**config.mk**
```make
export PLATFORM = sky130hd
export DESIGN_NAME = m_phy_tx_pwm_enc
export DESIGN_NICKNAME = d
export VERILOG_FILES = /design/src/rtl/m_phy_pkg.sv /design/src/rtl/m_phy_pwm_bit_gen.sv /design/src/rtl/m_phy_tx_pwm_enc.sv
export SDC_FILE = /design/constraint.sdc
export NUM_CORES = 1
export LEC_CHECK = 0
export CORE_ASPECT_RATIO = 0.6
export CORE_UTILIZATION = 32
export CTS_CLUSTER_SIZE = 20
export DETAILED_ROUTE_END_ITERATION = 8
export HOLD_SLACK_MARGIN = 0.1
export SYNTH_ARGS = -nofsm -noshare
export SYNTH_HDL_FRONTEND = slang
export SYNTH_SLANG_ARGS = --single-unit
```
**constraint.sdc**
```tcl
create_clock -name clk -period 2.2 [get_ports clk]
set_input_delay 0.66 -clock clk [delete_from_list [all_inputs] [get_ports clk]]
set_output_delay 0.66 -clock clk [all_outputs]
set_load 0.02 [all_outputs]
```
**src/rtl/m_phy_pkg.sv**
```systemverilog
// Shared M-PHY TX definitions: line states, TX state machine codes and the
// PWM burst encoder state encoding.
package m_phy_pkg;

  localparam logic [1:0] DIF_N = 2'd0;
  localparam logic [1:0] DIF_P = 2'd1;
  localparam logic [1:0] DIF_Q = 2'd2;
  localparam logic [1:0] DIF_Z = 2'd3;

  localparam logic [1:0] PHY_OTHER = 2'b00;
  localparam logic [1:0] PHY_PWM   = 2'b01;
  localparam logic [1:0] PHY_CFG   = 2'b10;
  localparam logic [1:0] PHY_HS    = 2'b11;

  typedef enum logic [2:0] {
    ST_IDLE,
    ST_PREPARE,
    ST_LOAD,
    ST_BIT_P,
    ST_BIT_N,
    ST_TAIL
  } enc_state_t;

  function automatic int unsigned max3(int unsigned a, int unsigned b, int unsigned c);
    int unsigned m;
    m = (a > b) ? a : b;
    return (m > c) ? m : c;
  endfunction

endpackage

```
**src/rtl/m_phy_pwm_bit_gen.sv**
```systemverilog
// Times one self-clocked PWM bit: P phase of 2 or 1 thirds, then N phase of
// 1 or 2 thirds, 3*T_THIRD clocks in total.
module m_phy_pwm_bit_gen #(
  parameter int unsigned T_THIRD = 4
) (
  input  logic clk,
  input  logic reset,
  input  logic start,
  input  logic bit_val,
  output logic p_end,
  output logic bit_done
);

  localparam int unsigned BIT_LEN = 3 * T_THIRD;
  localparam int unsigned BW      = $clog2(BIT_LEN);

  logic [BW-1:0] cnt;
  logic [BW-1:0] p_len;

  assign p_len    = bit_val ? BW'(2 * T_THIRD) : BW'(T_THIRD);
  assign p_end    = (cnt == p_len - 1'b1);
  assign bit_done = (cnt == BW'(BIT_LEN - 1));

  // start holds the counter at zero while the encoder is outside a bit
  always_ff @(posedge clk or posedge reset) begin
    if (reset) begin
      cnt <= '0;
    end else if (start || bit_done) begin
      cnt <= '0;
    end else begin
      cnt <= cnt + 1'b1;
    end
  end

endmodule

```
**src/rtl/m_phy_tx_pwm_enc.sv**
```systemverilog
// PWM burst encoder: PREPARE (DIF-P), PWM bit stream, tail-of-burst (DIF-N).
//
// state   | meaning
// IDLE    | line DIF-N, waiting for burst_req with phy_state OTHER
// PREPARE | line DIF-P, waiting for phy_state PWM_BURST or timeout
// LOAD    | line DIF-N, tx_ready high, take a symbol or finish on tx_end
// BIT_P   | P phase of the current bit
// BIT_N   | N phase of the current bit, then next bit or LOAD
// TAIL    | line DIF-N for T_TAIL clocks, then pwm_done
module m_phy_tx_pwm_enc
  import m_phy_pkg::*;
#(
  parameter int unsigned T_THIRD      = 4,
  parameter int unsigned T_TAIL       = 8,
  parameter int unsigned PREP_TIMEOUT = 64
) (
  input  logic       clk,
  input  logic       reset,
  input  logic [1:0] phy_state,
  input  logic       burst_req,
  input  logic [9:0] tx_data,
  input  logic       tx_valid,
  output logic       tx_ready,
  input  logic       tx_end,
  output logic [1:0] line_state,
  output logic       busy,
  output logic       pwm_done,
  output logic       prep_err
);

  localparam int unsigned CNT_W = $clog2(max3(2 * T_THIRD, T_TAIL, PREP_TIMEOUT));

  enc_state_t state, state_nx;
  logic [CNT_W-1:0] cnt, cnt_nx;
  logic [9:0]       shreg, shreg_nx;
  logic [3:0]       bit_idx, bit_idx_nx;
  logic [1:0]       line_nx;
  logic             pwm_done_nx, prep_err_nx;
  logic             gen_start, gen_p_end, gen_bit_done;

  assign tx_ready  = (state == ST_LOAD);
  assign gen_start = (state != ST_BIT_P) && (state != ST_BIT_N);

  m_phy_pwm_bit_gen #(
    .T_THIRD (T_THIRD)
  ) u_bit_gen (
    .clk      (clk),
    .reset    (reset),
    .start    (gen_start),
    .bit_val  (shreg[0]),
    .p_end    (gen_p_end),
    .bit_done (gen_bit_done)
  );

  always_comb begin
    state_nx    = state;
    shreg_nx    = shreg;
    bit_idx_nx  = bit_idx;
    pwm_done_nx = 1'b0;
    prep_err_nx = 1'b0;
    case (state)
      ST_IDLE: begin
        if (burst_req && phy_state == PHY_OTHER) state_nx = ST_PREPARE;
      end
      ST_PREPARE: begin
        if (phy_state == PHY_PWM) begin
          state_nx = ST_LOAD;
        end else if (cnt == CNT_W'(PREP_TIMEOUT - 1)) begin
          state_nx    = ST_IDLE;
          prep_err_nx = 1'b1;
        end
      end
      ST_LOAD: begin
        if (tx_valid) begin
          shreg_nx   = tx_data;
          bit_idx_nx = 4'd0;
          state_nx   = ST_BIT_P;
        end else if (tx_end) begin
          state_nx = ST_TAIL;
        end
      end
      ST_BIT_P: begin
        if (gen_p_end) state_nx = ST_BIT_N;
      end
      ST_BIT_N: begin
        if (gen_bit_done) begin
          if (bit_idx == 4'd9) begin
            state_nx = ST_LOAD;
          end else begin
            shreg_nx   = shreg >> 1;
            bit_idx_nx = bit_idx + 4'd1;
            state_nx   = ST_BIT_P;
          end
        end
      end
      ST_TAIL: begin
        if (cnt == CNT_W'(T_TAIL - 1)) begin
          state_nx    = ST_IDLE;
          pwm_done_nx = 1'b1;
        end
      end
      default: state_nx = ST_IDLE;
    endcase

    // SM left PWM_BURST (rct, sap_reset, phy_reset): drop the burst silently
    if ((state inside {ST_LOAD, ST_BIT_P, ST_BIT_N, ST_TAIL}) && phy_state != PHY_PWM) begin
      state_nx    = ST_IDLE;
      pwm_done_nx = 1'b0;
      shreg_nx    = shreg;
      bit_idx_nx  = bit_idx;
    end

    if (state_nx != state) begin
      cnt_nx = '0;
    end else if (state == ST_PREPARE || state == ST_TAIL) begin
      cnt_nx = cnt + 1'b1;
    end else begin
      cnt_nx = cnt;
    end

    line_nx = (state_nx == ST_PREPARE || state_nx == ST_BIT_P) ? DIF_P : DIF_N;
  end

  always_ff @(posedge clk or posedge reset) begin
    if (reset) begin
      state      <= ST_IDLE;
      cnt        <= '0;
      shreg      <= '0;
      bit_idx    <= '0;
      line_state <= DIF_N;
      busy       <= 1'b0;
      pwm_done   <= 1'b0;
      prep_err   <= 1'b0;
    end else begin
      state      <= state_nx;
      cnt        <= cnt_nx;
      shreg      <= shreg_nx;
      bit_idx    <= bit_idx_nx;
      line_state <= line_nx;
      busy       <= (state_nx != ST_IDLE);
      pwm_done   <= pwm_done_nx;
      prep_err   <= prep_err_nx;
    end
  end

endmodule

```
==> results of run 1 <==
==> state kept, by name, summed over array words and instances, names as in the netlist <==
signal,flops
bit_idx,4
busy,1
cnt,6
line_state,1
prep_err,1
pwm_done,1
shreg,10
state,3
u_bit_gen.cnt,4
==> report_power, final <==
| group | internal (mW) | switching, mW |
|---|---|---|
| Clock | 0.222 | 0.212 |
| Combinational | 0.522 | 0.602 |
| Sequential | 0.710 | 0.117 |
==> cells by family after synthesis <==
logic type | Yosys count | share of synthesized area
other | 1 | 0.002010
xor gates and xnor gates | 8 | 0.03756
buffers and inverters | 19 | 0.04293
AOI/OAI and AO/OA | 53 | 0.1985
muxes | 10 | 0.05433
DFF | 31 | 0.4158
and+or+nand+nor | 72 | 0.2153
adders and majority gates | 5 | 0.03353
==> cell type report <==
cell class	instances	area, um2
multi-input combinational	149	1077
clock inverter	1	5.005
inverter	11	41.29
fill	545	3112
sequential	31	775.7
timing repair buffer	45	409.1
clock buffer	7	76.32
tap	80	100.1
==> worst register-to-register path: cells and delay by family (launching register included) <==
family          cells  cell delay, ns
flops               1            0.40
fa+ha+maj           1            0.23
compound gates      3            0.90
simple gates        2            0.47
==> per-stage QoR <==
step | setup slack [ns] | instance area [um2] | std cells
final | 0.06502 | 2485 | 324
after detailed placement | -0.3844 | 2307 | 313
after global routing | 0.005286 | 2485 | 324
after global placement | -0.3833 | 2307 | 313
after floorplan | 0.2703 | 1866 | 199
after CTS | 0.01918 | 2409 | 323
==> cell usage in the layout, fill, tap and decap left out, drive strengths merged, types with 4 or more instances in the layout <==
cell | netlist | layout
xor2 | 5 | 5
a211oi | 5 | 5
a21oi | 7 | 7
mux2i | 9 | 9
nor2b | 4 | 4
dfrtp | 31 | 31
nand2 | 22 | 22
nor2 | 15 | 15
clkdlybuf4s50 | 0 | 17
inv | 11 | 11
buf | 5 | 24
o21ai | 16 | 16
ha | 5 | 5
clkbuf | 3 | 7
nand2b | 5 | 5
o211ai | 4 | 4
==> per-layer routing <==
metal  track usage  vias to the layer above  wire (um)
met5             0                        -          0
met4       0.04969                        0         25
met3       0.04540                        3        252
met2        0.1742                       33       1601
met1        0.2575                      742       2596
li1              -                      816          -
==> path summary, 6_finish.rpt <==
check	from	endpoint
worst max-delay path	tx_valid	cnt[5]
worst min-delay path	u_bit_gen.cnt[0]	u_bit_gen.cnt[0]
worst max register to register	cnt[1]	cnt[5]
worst min register to register	u_bit_gen.cnt[0]	u_bit_gen.cnt[0]
max in group asynchronous	reset	cnt[3]
min in group asynchronous	reset	shreg[6]
==> repair_timing <==
| action | CTS | global route |
|---|---|---|
| hold endpoints to repair | 0 | 0 |
| gates resized for setup | 5 | 15 |
| hold buffers | 0 | 0 |
| endpoints found under the setup margin | 9 | 9 |
| setup buffers | 2 | 1 |
| pin swaps | 2 | 5 |
==> report_table.html, run 1 <==
<table>
<tr><th>Metric</th><th>Value</th></tr>
<tr><th colspan="2">Logic synthesis</th></tr>
<tr><td>Post-Syn Nets</td><td>~220</td></tr>
<tr><td>Most repeated cell in the gate-level netlist after synthesis</td><td>dfrtp_1</td></tr>
<tr><td>Async set or reset register ratio after synthesis</td><td>1.000</td></tr>
<tr><td>Commonest cells post-synth</td><td>dfrtp_1, nand2_1, o21ai_0</td></tr>
<tr><td>Leading area contributor after synthesis</td><td>dfrtp_1</td></tr>
<tr><td>Number of unique standard cell types used by synthesis</td><td>54</td></tr>
<tr><td>Flip-flop and latch count after synthesis</td><td>31</td></tr>
<tr><td>Mapped Area</td><td>roughly 1900 um2</td></tr>
<tr><td>Post-synthesis cell count</td><td>between 150 and 200</td></tr>
<tr><td>Post-Syn Area per Cell</td><td>approximately 9.4 um2</td></tr>
<tr><td>Area share of the largest cell type after synthesis</td><td>0.4158</td></tr>
<tr><td>Count of flip-flops with a built-in enable after synthesis</td><td>0</td></tr>
<tr><td>Yosys warns</td><td>0</td></tr>
<tr><td>Area contributors post-synth</td><td>dfrtp_1, mux2i_1, o21ai_0</td></tr>
<tr><td>Post-synthesis sequential area ratio</td><td>0.4158</td></tr>
<tr><td>Most used DFF post-synth</td><td>dfrtp_1</td></tr>
<tr><th colspan="2">Worst setup path</th></tr>
<tr><td>Category of the worst setup path capture point</td><td>flop</td></tr>
<tr><td>Worst Path Arrival</td><td>~2.3 ns</td></tr>
<tr><td>CP cell instances</td><td>clkdlybuf4s50_1 &gt; buf_4 &gt; or3b_2 &gt; o21ai_2 &gt; o21ai_1 &gt; o211ai_1 &gt; buf_4 &gt; a211oi_1</td></tr>
<tr><td>Cells on worst reg2reg path</td><td>6</td></tr>
<tr><td>Critical path's top delay family</td><td>buffers and inverters</td></tr>
<tr><td>Launching element type of the critical path</td><td>input pin</td></tr>
<tr><td>Highest net fanout along the worst path</td><td>4</td></tr>
<tr><td>Critical path's largest stage delay</td><td>around 0.46 ns</td></tr>
<tr><td>Logic depth of the worst path, buffers included</td><td>8</td></tr>
<tr><td>Cell with the largest stage delay on the worst path</td><td>or3b_2</td></tr>
<tr><td>Number of buffers and inverters on the critical path</td><td>3</td></tr>
<tr><td>Most common cell type on the critical path</td><td>buf_4</td></tr>
<tr><td>Reg-to-reg setup timing slack</td><td>roughly 0.090 ns</td></tr>
<tr><td>Worst Path Required</td><td>roughly 2.4 ns</td></tr>
<tr><td>Crit path kind</td><td>input pin to flop</td></tr>
<tr><th colspan="2">Min path</th></tr>
<tr><td>Worst min-delay path category</td><td>flop to flop</td></tr>
<tr><td>Hold path cells</td><td>1</td></tr>
<tr><th colspan="2">Layout</th></tr>
<tr><td>Area overhead of the layout relative to synthesis</td><td>33.20%</td></tr>
<tr><td>Antenna Diode Count</td><td>0</td></tr>
<tr><td>Share of the core filled with cells</td><td>0.4440</td></tr>
<tr><td>Net total in the final layout</td><td>265</td></tr>
<tr><td>Share of cells above drive strength 1</td><td>0.2049</td></tr>
<tr><th colspan="2">Floorplan</th></tr>
<tr><td>Die outline area</td><td>between 6000 and 7000 um2</td></tr>
<tr><td>Num rows</td><td>21</td></tr>
<tr><td>Boundary Pins</td><td>23</td></tr>
<tr><td>Effective utilization at floorplan</td><td>0.3333</td></tr>
<tr><td>Standard cell core area</td><td>~5600 um2</td></tr>
<tr><td>Die height</td><td>slightly above 60 um</td></tr>
<tr><td>Width of the die</td><td>roughly 100 um</td></tr>
<tr><th colspan="2">Timing</th></tr>
<tr><td>Final-report max-slew violation count</td><td>0</td></tr>
<tr><td>Final Hold Viols</td><td>0</td></tr>
<tr><td>Accumulated negative setup slack</td><td>0 ns</td></tr>
<tr><td>Count of endpoints failing setup in the final report</td><td>0</td></tr>
<tr><td>Hold Worst Slack</td><td>0.4664 ns</td></tr>
<tr><td>Post-layout minimum cycle time</td><td>about 2.1 ns</td></tr>
<tr><td>Setup Skew</td><td>0.002940 ns</td></tr>
<tr><td>Maximum clock rate</td><td>between 400 and 500 MHz</td></tr>
<tr><td>Share of the cycle needed by the critical path after routing</td><td>0.9704</td></tr>
<tr><td>RSZ-0062 raised after global routing</td><td>false</td></tr>
<tr><th colspan="2">Clock network</th></tr>
<tr><td>Num Clock Sinks</td><td>31</td></tr>
<tr><td>Clock Tree Root</td><td>clkbuf_8</td></tr>
<tr><td>Num CTS Buffers</td><td>5</td></tr>
<tr><td>Clock transition at the registers of the reported paths</td><td>around 0.06 ns</td></tr>
<tr><td>Later-pin clock latency in the skew report</td><td>about 0.29 ns</td></tr>
<tr><td>TritonCTS clock tree</td><td>yes</td></tr>
<tr><td>H-tree level count</td><td>2</td></tr>
<tr><td>Maximum buffer depth of the clock tree</td><td>2</td></tr>
<tr><th colspan="2">Drt</th></tr>
<tr><td>Remaining design rule violation count</td><td>1</td></tr>
<tr><td>Drt initial violations</td><td>approximately 120</td></tr>
<tr><td>Detailed Route WL</td><td>4.475 mm</td></tr>
<tr><td>Vias/cell</td><td>around 4.9</td></tr>
<tr><td>Antenna Violating Nets Remaining</td><td>0</td></tr>
<tr><td>Total via count in the routed design</td><td>between 1500 and 2000</td></tr>
<tr><td>Drt wl/cell</td><td>roughly 14 um</td></tr>
<tr><td>Number of iterations in the first detailed-routing pass</td><td>6</td></tr>
<tr><th colspan="2">Global route</th></tr>
<tr><td>Largest net degree at the start of global routing</td><td>32</td></tr>
<tr><td>Vias in the first global route</td><td>1359</td></tr>
<tr><td>Gr ovfl total</td><td>0</td></tr>
<tr><td>Overall Global Routing Usage</td><td>0.1546</td></tr>
<tr><td>Antenna violations before repair</td><td>0</td></tr>
<tr><td>Wire length of the first global-routing pass</td><td>7.107 mm</td></tr>
<tr><th colspan="2">Power</th></tr>
<tr><td>Total power divided by cell area</td><td>between 900 and 1000 nW/um2</td></tr>
<tr><td>Leak</td><td>between 1 and 1.5 nW</td></tr>
<tr><td>Total Power</td><td>roughly 2.4 mW</td></tr>
<tr><td>Max VDD drop</td><td>0.3104 mV</td></tr>
<tr><th colspan="2">Run status</th></tr>
<tr><td>Outcome</td><td>finished with violations</td></tr>
<tr><td>Violated checks</td><td>design-rule violations</td></tr>
<tr><th colspan="2">Place</th></tr>
<tr><td># port buffers</td><td>21</td></tr>
<tr><td>Routability cong.</td><td>around 0.85</td></tr>
<tr><td>Sum of net half-perimeters after detailed placement</td><td>roughly 3.3 mm</td></tr>
<tr><th colspan="2">Run</th></tr>
<tr><td>Count of max-cap constraint violations</td><td>0</td></tr>
</table>
(Power assumes the default switching activity.)
==> inputs of run 2 (changes only) <==
--- a/config.mk
+++ b/config.mk
@@ -9,6 +9,7 @@
 export CORE_UTILIZATION = 32
 export CTS_CLUSTER_SIZE = 20
 export DETAILED_ROUTE_END_ITERATION = 8
+export GPL_ROUTABILITY_DRIVEN = 0
 export HOLD_SLACK_MARGIN = 0.1
 export SYNTH_ARGS = -nofsm -noshare
 export SYNTH_HDL_FRONTEND = slang
==> results of run 2 <==
The final DEF is identical to that of run 1; final timing and power are the same.
==> inputs of run 3 (changes only) <==
--- a/config.mk
+++ b/config.mk
@@ -7,6 +7,7 @@
 export LEC_CHECK = 0
 export CORE_ASPECT_RATIO = 0.6
 export CORE_UTILIZATION = 32
+export CTS_CLUSTER_DIAMETER = 200
 export CTS_CLUSTER_SIZE = 20
 export DETAILED_ROUTE_END_ITERATION = 8
 export GPL_ROUTABILITY_DRIVEN = 0
==> results of run 3 <==
The final DEF is identical to that of run 1; final timing and power are the same.
